### config.mk
export PLATFORM = sky130hd
export DESIGN_NAME = wb_bus_master_if
export DESIGN_NICKNAME = d
export VERILOG_FILES = /design/src/rtl/wb_bus_master_if.sv
export SDC_FILE = /design/constraint.sdc
export NUM_CORES = 1
export LEC_CHECK = 0
export ABC_AREA = 1
export CAP_MARGIN = 20
export CORE_MARGIN = 2
export CORE_UTILIZATION = 41
export DETAILED_ROUTE_END_ITERATION = 8
export GPL_TIMING_DRIVEN = 0
export PLACE_DENSITY_LB_ADDON = 0.2
export SLEW_MARGIN = 20
export SYNTH_ARGS = -nofsm -noshare
export SYNTH_HDL_FRONTEND = slang
export SYNTH_SLANG_ARGS = --single-unit
### constraint.sdc
create_clock -name clk -period 1.99 [get_ports clk]
set_input_delay 0.597 -clock clk [delete_from_list [all_inputs] [get_ports clk]]
set_output_delay 0.597 -clock clk [all_outputs]
set_load 0.01 [all_outputs]
### src/rtl/wb_bus_master_if.sv
// Wishbone master bridge for one pipeline memory port (IF or MEM), driving stall requests.
// Optional macro WB_TIMEOUT_EN adds a bus-cycle timeout that aborts the access and pulses bus_err_o.
module wb_bus_master_if #(
    parameter int STALL_BIT      = 1,
    parameter int TIMEOUT_CYCLES = 255
) (
    input  logic        clk,
    input  logic        rst_n,
    input  logic [5:0]  stall_i,
    input  logic        flush_i,
    input  logic        cpu_ce_i,
    input  logic [31:0] cpu_addr_i,
    input  logic [31:0] cpu_data_i,
    input  logic        cpu_we_i,
    input  logic [3:0]  cpu_sel_i,
    output logic [31:0] cpu_data_o,
    output logic        stallreq_o,
    input  logic [31:0] wb_data_i,
    input  logic        wb_ack_i,
    output logic [31:0] wb_addr_o,
    output logic [31:0] wb_data_o,
    output logic        wb_we_o,
    output logic [3:0]  wb_sel_o,
    output logic        wb_stb_o,
    output logic        wb_cyc_o,
    output logic        bus_err_o
);

    typedef enum logic [1:0] {
        S_IDLE = 2'd0,
        S_BUSY = 2'd1,
        S_WAIT = 2'd2
    } state_t;

    state_t      r_state;
    state_t      w_next;
    logic [31:0] r_wb_addr;
    logic [31:0] r_wb_data;
    logic        r_wb_we;
    logic [3:0]  r_wb_sel;
    logic        r_wb_stb;
    logic        r_wb_cyc;
    logic [31:0] r_rd_buf;
    logic        w_own_stall;
    logic        w_start;
    logic        w_done;
    logic        w_drop;
    logic        w_tmo;
    logic        w_unused;

    assign w_own_stall = stall_i[STALL_BIT];
    assign w_start     = (r_state == S_IDLE) && cpu_ce_i && !flush_i;
    assign w_done      = (r_state == S_BUSY) && wb_ack_i && !flush_i;
    assign w_drop      = (r_state == S_BUSY) && flush_i;
    assign w_unused    = ^{stall_i, 8'(TIMEOUT_CYCLES)};

`ifdef WB_TIMEOUT_EN
    logic [7:0] r_tmo_cnt;
    logic       r_bus_err;

    assign w_tmo = (r_state == S_BUSY) && !wb_ack_i && !flush_i &&
                   (r_tmo_cnt == 8'(TIMEOUT_CYCLES - 1));

    // Timeout counter counts unacknowledged BUSY cycles; abort raises a one-cycle error pulse
    always_ff @(posedge clk or negedge rst_n) begin
        if (!rst_n) begin
            r_tmo_cnt <= 8'd0;
            r_bus_err <= 1'b0;
        end else begin
            r_bus_err <= w_tmo;
            if (w_start) begin
                r_tmo_cnt <= 8'd0;
            end else if ((r_state == S_BUSY) && !wb_ack_i && !flush_i) begin
                r_tmo_cnt <= r_tmo_cnt + 8'd1;
            end
        end
    end

    assign bus_err_o = r_bus_err;
`else
    assign w_tmo     = 1'b0;
    assign bus_err_o = 1'b0;
`endif

    // State register
    always_ff @(posedge clk or negedge rst_n) begin
        if (!rst_n) begin
            r_state <= S_IDLE;
        end else begin
            r_state <= w_next;
        end
    end

    // Next-state logic; flush outranks ack, and WAIT never launches a new access
    always_comb begin
        w_next = r_state;
        case (r_state)
            S_IDLE: begin
                if (w_start) begin
                    w_next = S_BUSY;
                end else begin
                    w_next = S_IDLE;
                end
            end
            S_BUSY: begin
                if (flush_i) begin
                    w_next = S_IDLE;
                end else if (wb_ack_i) begin
                    w_next = w_own_stall ? S_WAIT : S_IDLE;
                end else if (w_tmo) begin
                    w_next = S_IDLE;
                end else begin
                    w_next = S_BUSY;
                end
            end
            S_WAIT: begin
                if (flush_i || !w_own_stall) begin
                    w_next = S_IDLE;
                end else begin
                    w_next = S_WAIT;
                end
            end
            default: w_next = S_IDLE;
        endcase
    end

    // Registered Wishbone request and held read result
    always_ff @(posedge clk or negedge rst_n) begin
        if (!rst_n) begin
            r_wb_addr <= 32'd0;
            r_wb_data <= 32'd0;
            r_wb_we   <= 1'b0;
            r_wb_sel  <= 4'd0;
            r_wb_stb  <= 1'b0;
            r_wb_cyc  <= 1'b0;
            r_rd_buf  <= 32'd0;
        end else begin
            if (w_start) begin
                r_wb_addr <= cpu_addr_i;
                r_wb_data <= cpu_data_i;
                r_wb_we   <= cpu_we_i;
                r_wb_sel  <= cpu_sel_i;
                r_wb_stb  <= 1'b1;
                r_wb_cyc  <= 1'b1;
            end else if (w_done || w_drop || w_tmo) begin
                r_wb_we   <= 1'b0;
                r_wb_sel  <= 4'd0;
                r_wb_stb  <= 1'b0;
                r_wb_cyc  <= 1'b0;
            end
            if (w_done) begin
                r_rd_buf <= r_wb_we ? 32'd0 : wb_data_i;
            end
        end
    end

    // Output logic: stall request and read data toward the pipeline
    always_comb begin
        stallreq_o = 1'b0;
        cpu_data_o = 32'd0;
        case (r_state)
            S_IDLE: begin
                stallreq_o = cpu_ce_i && !flush_i;
                cpu_data_o = 32'd0;
            end
            S_BUSY: begin
                if (flush_i) begin
                    stallreq_o = 1'b0;
                    cpu_data_o = 32'd0;
                end else if (wb_ack_i) begin
                    stallreq_o = 1'b0;
                    cpu_data_o = r_wb_we ? 32'd0 : wb_data_i;
                end else if (w_tmo) begin
                    stallreq_o = 1'b0;
                    cpu_data_o = 32'd0;
                end else begin
                    stallreq_o = 1'b1;
                    cpu_data_o = 32'd0;
                end
            end
            S_WAIT: begin
                stallreq_o = 1'b0;
                cpu_data_o = r_rd_buf;
            end
            default: begin
                stallreq_o = 1'b0;
                cpu_data_o = 32'd0;
            end
        endcase
    end

    assign wb_addr_o = r_wb_addr;
    assign wb_data_o = r_wb_data;
    assign wb_we_o   = r_wb_we;
    assign wb_sel_o  = r_wb_sel;
    assign wb_stb_o  = r_wb_stb;
    assign wb_cyc_o  = r_wb_cyc;

endmodule

After elaboration in Yosys (flattened, before gate mapping)
Cells that the tools add are included.
Widths: inputs -> output; s select.
{"block": "classes", "order_cmp": 0, "addsub": 0, "bitwise_logic": 0, "n_shift": 0, "n_mux": 18, "multipliers": 0, "eq_ne": 2, "n_reduce_logical": 12, "div": 0}
{"operator": "$mux 32", "n": 3}
{"operator": "$pmux 32 s2", "n": 1}
{"operator": "$mux 2", "n": 4}
{"operator": "$mux 4", "n": 2}
{"operator": "$logic_and 1x1->1", "n": 6}
{"operator": "$mux 1", "n": 6}
{"operator": "$pmux 2 s3", "n": 1}
{"operator": "$eq 2x1->1 const B", "n": 1}
{"operator": "$eq 2x2->1 const B", "n": 1}
{"operator": "$logic_not 1->1", "n": 2}
{"operator": "$logic_not 2->1", "n": 1}
{"operator": "$logic_or 1x1->1", "n": 2}
{"operator": "$pmux 1 s2", "n": 1}
{"operator": "$reduce_bool 2->1", "n": 1}
{"block": "word_totals", "input_bits": 112, "mem_bits_ro": 0, "latch_bits": 0, "regBits": 104, "ramBits": 0, "n_memories": 0}

Depth between registers and ports, before layout
Gate-level depths: netlist (run 1).
{"block": "depth", "word_depth": 6, "depth_mapped": 9, "ltp_nobuf": 6}

Worst setup path before layout (run 1)
No wires, ideal clock.
{"block": "synth_path", "path_type": "flip-flop to output port", "startpoint": "register r_state[1]", "endpoint": "output port cpu_data_o[0]", "t_required_ns": 1.393, "stages_incl_launch_ff": 8, "t_arrival_ns": 1.359, "slack_ns": 0.034, "n_path_buf": 1, "cell_sequence": "dfrtp_1 -> inv_1 -> ha_1 -> nand2_1 -> nor2_2 -> buf_4 -> nand2_1 -> a21oi_1"}
{"block": "synth_via", "elab_chain_len": 2}
{"element": "start: declaration", "line": "35", "text": "state_t r_state;"}
{"element": "start signal: assignment", "line": "90", "text": "r_state <= w_next;"}
{"element": "$eq 2x2->1 or $eq 2x1->1 (tied branches)", "line": "161", "text": "case (r_state)"}
{"element": "$pmux 32 s2 *", "line": "161"}
{"element": "end: declaration", "line": "16", "text": "output logic [31:0] cpu_data_o,"}
Every way passes the cells marked *; elsewhere a longest branch is shown, timed or not.

Worst setup path after layout (run 1)
{"block": "layout_path", "startpoint": "register r_state[1]", "endpoint": "output port cpu_data_o[25]"}
The elaborated chain is that of the path after synthesis.

==> results of run 1 <==
-- per-layer routing --
metal  global-route usage  part of all wire  vias to the layer above
met5                    0                 0                        -
met4               0.0858             0.019                        0
li1                     -                 -                     2276
met1                0.264              0.39                     2187
met3               0.0823             0.087                       21
met2                0.413              0.50                      168
-- kinds of logic after synthesis --
family          share of synthesized area
buf+inv                            0.0743
other cells                      0.000804
simple gates                        0.284
flops                               0.558
fa+ha+maj                          0.0107
compound gates                     0.0719
-- cell type report --
cell class                 instances  area share
timing repair buffer             231       0.281
inverter                          36      0.0187
clock inverter                     3     0.00526
buffer                            34      0.0334
multi-input combinational        418       0.262
clock buffer                      13      0.0342
sequential                       104       0.342
tap                              140      0.0230
-- placed cells by master, fill, tap and decap left out, drive strengths merged --
| cell type | instances |
|---|---|
| nand2 | 304 |
| clkdlybuf4s50 | 172 |
| buf | 77 |
| dfrtp | 104 |
| clkbuf | 26 |
| clkinv | 2 |
| nand3b | 1 |
| dlygate4sd2 | 3 |
| bufinv | 1 |
| inv | 36 |
| a21oi | 34 |
| ha | 4 |
| nand3 | 5 |
| o21ai | 33 |
| conb | 1 |
| nor2 | 36 |
-- final timing paths --
kind,slack (ns),from,end
min reg2reg,0.48,wb_addr_o[19],wb_addr_o[19]
max reg2reg,0.36,r_state[1],wb_data_o[27]
min in group clk,0.48,wb_addr_o[19],wb_addr_o[19]
max in group asynchronous,1.19,rst_n,wb_data_o[10]
min,0.17,rst_n,r_rd_buf[5]
max,-0.40,r_state[1],cpu_data_o[25]
-- through the flow --
stage	setup slack (ns)	setup TNS [ns]	instances	hold slack (ns)	util
after floorplan	0.0338	0	596	0.301	-
after global placement	-3.55	-404.74	945	0.461	0.631
after detailed placement	-1.20	-37.56	946	0.464	0.634
after CTS	-0.413	-11.32	976	0.193	0.685
after global routing	-0.473	-12.82	979	0.207	0.693
final	-0.401	-10.36	979	0.172	0.693
-- power groups by stage --
| stage | sequential (mW) | combinational [mW] | clock (mW) |
|---|---|---|---|
| 2_1_floorplan | 2.91 | 0.556 | 0 |
| 3_3_place_gp | 2.79 | 1.63 | 0 |
| 3_5_place_dp | 2.82 | 1.67 | 0 |
| 4_1_cts | 2.79 | 1.77 | 1.82 |
| 5_1_grt | 2.85 | 1.95 | 1.90 |
| 6_report | 2.79 | 1.77 | 1.78 |
-- repair_timing --
item | 4_1_cts | 5_1_grt
pin swaps | 11 | 10
setup endpoints to repair | 34 | 33
hold buffers | 0 | 0
gates resized for setup | 231 | 26
gates cloned | 2 | 0
setup buffers | 14 | 5
-- registers in the layout (all words and copies together) (netlist names) --
name       flops
r_state        2
wb_we_o        1
wb_sel_o       4
wb_data_o     32
wb_cyc_o       1
wb_addr_o     32
r_rd_buf      32
==> results.md, run 1 <==
* Status: finished with violations
* Violations in the final reports: negative setup slack
* Number of global-route vias before repair at 4920
* Via count at 4652
* Sequential cell area fraction in the yosys report at 0.558
* Final Total Pwr at 6.35 mW
* Critical path type: reg2out
* Sequential group share of total power at 0.440
* Post-synthesis instance area at 0.00466 mm²
* Storage element area at 0.00260 mm²
* Total cell area at the placement stage at 0.00696 mm²
* Class of the tightest hold or removal check: in2async
* Post-route setup slack at -0.401 ns
* Worst clock skew on the final layout at 0.00523 ns
* Cell type contributing the most total cell area after synthesis: sky130_fd_sc_hd__dfrtp_1
* Switching component of the power at 1.82 mW
* Clock Power Share at 0.280
* Starting density of the core at 0.424
* Max-cap check violation count at 0
* Number of antenna violations at the first check in global routing at 0
* Number of nets produced by synthesis at 712
* Initial DRC Count at 243
* Count of different cell masters after synthesis at 17
* Worst slew margin at 0.558
* Number of cells traversed by the worst register-to-register path at 10
* # H-tree levels at 3
* Cell mode on critical path: sky130_fd_sc_hd__nand2_4
* Nets at 950
* Top Ports at 217
* Max Slew Vio Count at 0
* YS warnings at 0
* RSZ-0062 raised after global routing: true
* Number of port buffers at 209
* Highest clock frequency the design can meet at 0.418 GHz
* Clock buffers created by TritonCTS at 9
* Clock transition at the registers of the reported paths at 0.06 ns
* Area occupied by multi-input gates at 0.00199 mm²
* Die area at 0.0122 mm²
* Pwr/cell area at 834 mW/mm²
* Fin area at 0.00761 mm²
* Total congestion overflow after global routing at 0
* Number of endpoints with negative hold slack in the final report at 0
* Slew @ Worst Pin at 0.656 ns
* Diode insertion count for antenna repair at 0
* Kind of capture point of the worst setup path: output pin
* Pin count of the biggest net entering global routing at 60
* Synth area leaders: sky130_fd_sc_hd__dfrtp_1, sky130_fd_sc_hd__nand2_1, sky130_fd_sc_hd__a21oi_1
* X dimension of the die at 111 µm
* Leading post-synthesis cells by instance count: sky130_fd_sc_hd__nand2_1, sky130_fd_sc_hd__dfrtp_1, sky130_fd_sc_hd__inv_1, sky130_fd_sc_hd__nor2_1, sky130_fd_sc_hd__a21oi_1
* Kind of cell adding the most delay to the critical path: buffers and inverters
* Data arrival at the endpoint of the critical path at 1.79 ns
* DR pass1 iterations at 4
* Root Driver: sky130_fd_sc_hd__clkbuf_16
* Critical Path Fanout Max at 5
* Critical Path Start Type: flop
* Synthesis-stage register bit count at 104
* Total track usage at 0.235
* Fraction of post-synthesis cell area in the top cell type by area at 0.558
* Number of rows in the core area at 38
* Portion of the clock cycle consumed by the worst path in the final layout at 1.20
* Fill cell instance count of the final layout at 886
* Leakage at 3.88 nW
* Half-perimeter wire length after detailed placement at 10000 µm
* Total wirelength of the detailed-routed design at 14200 µm
* TritonCTS clock tree: yes
* Comb pwr share at 0.280
* Proportion of synthesized flip-flops having asynchronous set or reset at 1.00
* Floorplan core area at 0.0110 mm²
* Latest clock arrival within the worst-skew pair at 0.34 ns
* DRC violations left at 0
* CP max stage delay at 0.39 ns
* Synth-to-Final Area Change at 63.2%
* Primary flip-flop cell chosen by synthesis mapping: sky130_fd_sc_hd__dfrtp_1
* Maximum count of clock buffers along a single path at 2
* Internal cell power at 4.53 mW
* Vertical die dimension at 111 µm
* Cell-by-cell trace of the critical path: inv_2 > ha_4 > nand2_4 > nor2_4 > buf_6 > buf_8 > nand2_4 > a21oi_2 > buf_2
* Most frequently used cell type in the post-synthesis netlist: sky130_fd_sc_hd__nand2_1
* Routed wire length per instance at 14.5 µm
* Worst path slowest cell: sky130_fd_sc_hd__dfrtp_1
* Count of flip-flops with a built-in enable after synthesis at 0
* Fraction of final layout cells with drive strength greater than 1 at 0.198
* Required arrival time at the worst endpoint at 1.39 ns
* Gp weighted congestion at 0.789
* Number of buffers and inverters on the critical path at 4
* Number of nets still failing antenna checks after routing at 0
* Wire length of the first global-routing pass at 23700 µm
* Gate count after technology mapping at 596
* Count of cell instances traversed by the critical path at 9
* Switching fraction of total power at 0.286
* Maximum resistive drop on vdd at 0.462 mV
* Mean instance size in the synthesized netlist at 7.82 µm²
* Post-layout min period at 2.39 ns
* Number of sinks on the clock net at 104
* Ratio of routed vias to standard cells at 4.75
* Setup-failing EPs final at 32
No activity file was read; power rests on OpenSTA's default activity.
==> run 2: changes to the inputs <==
HOLD_SLACK_MARGIN = 0.03   (was unset)
==> results of run 2 <==
Final layout, timing and power as in run 1 (identical DEF).
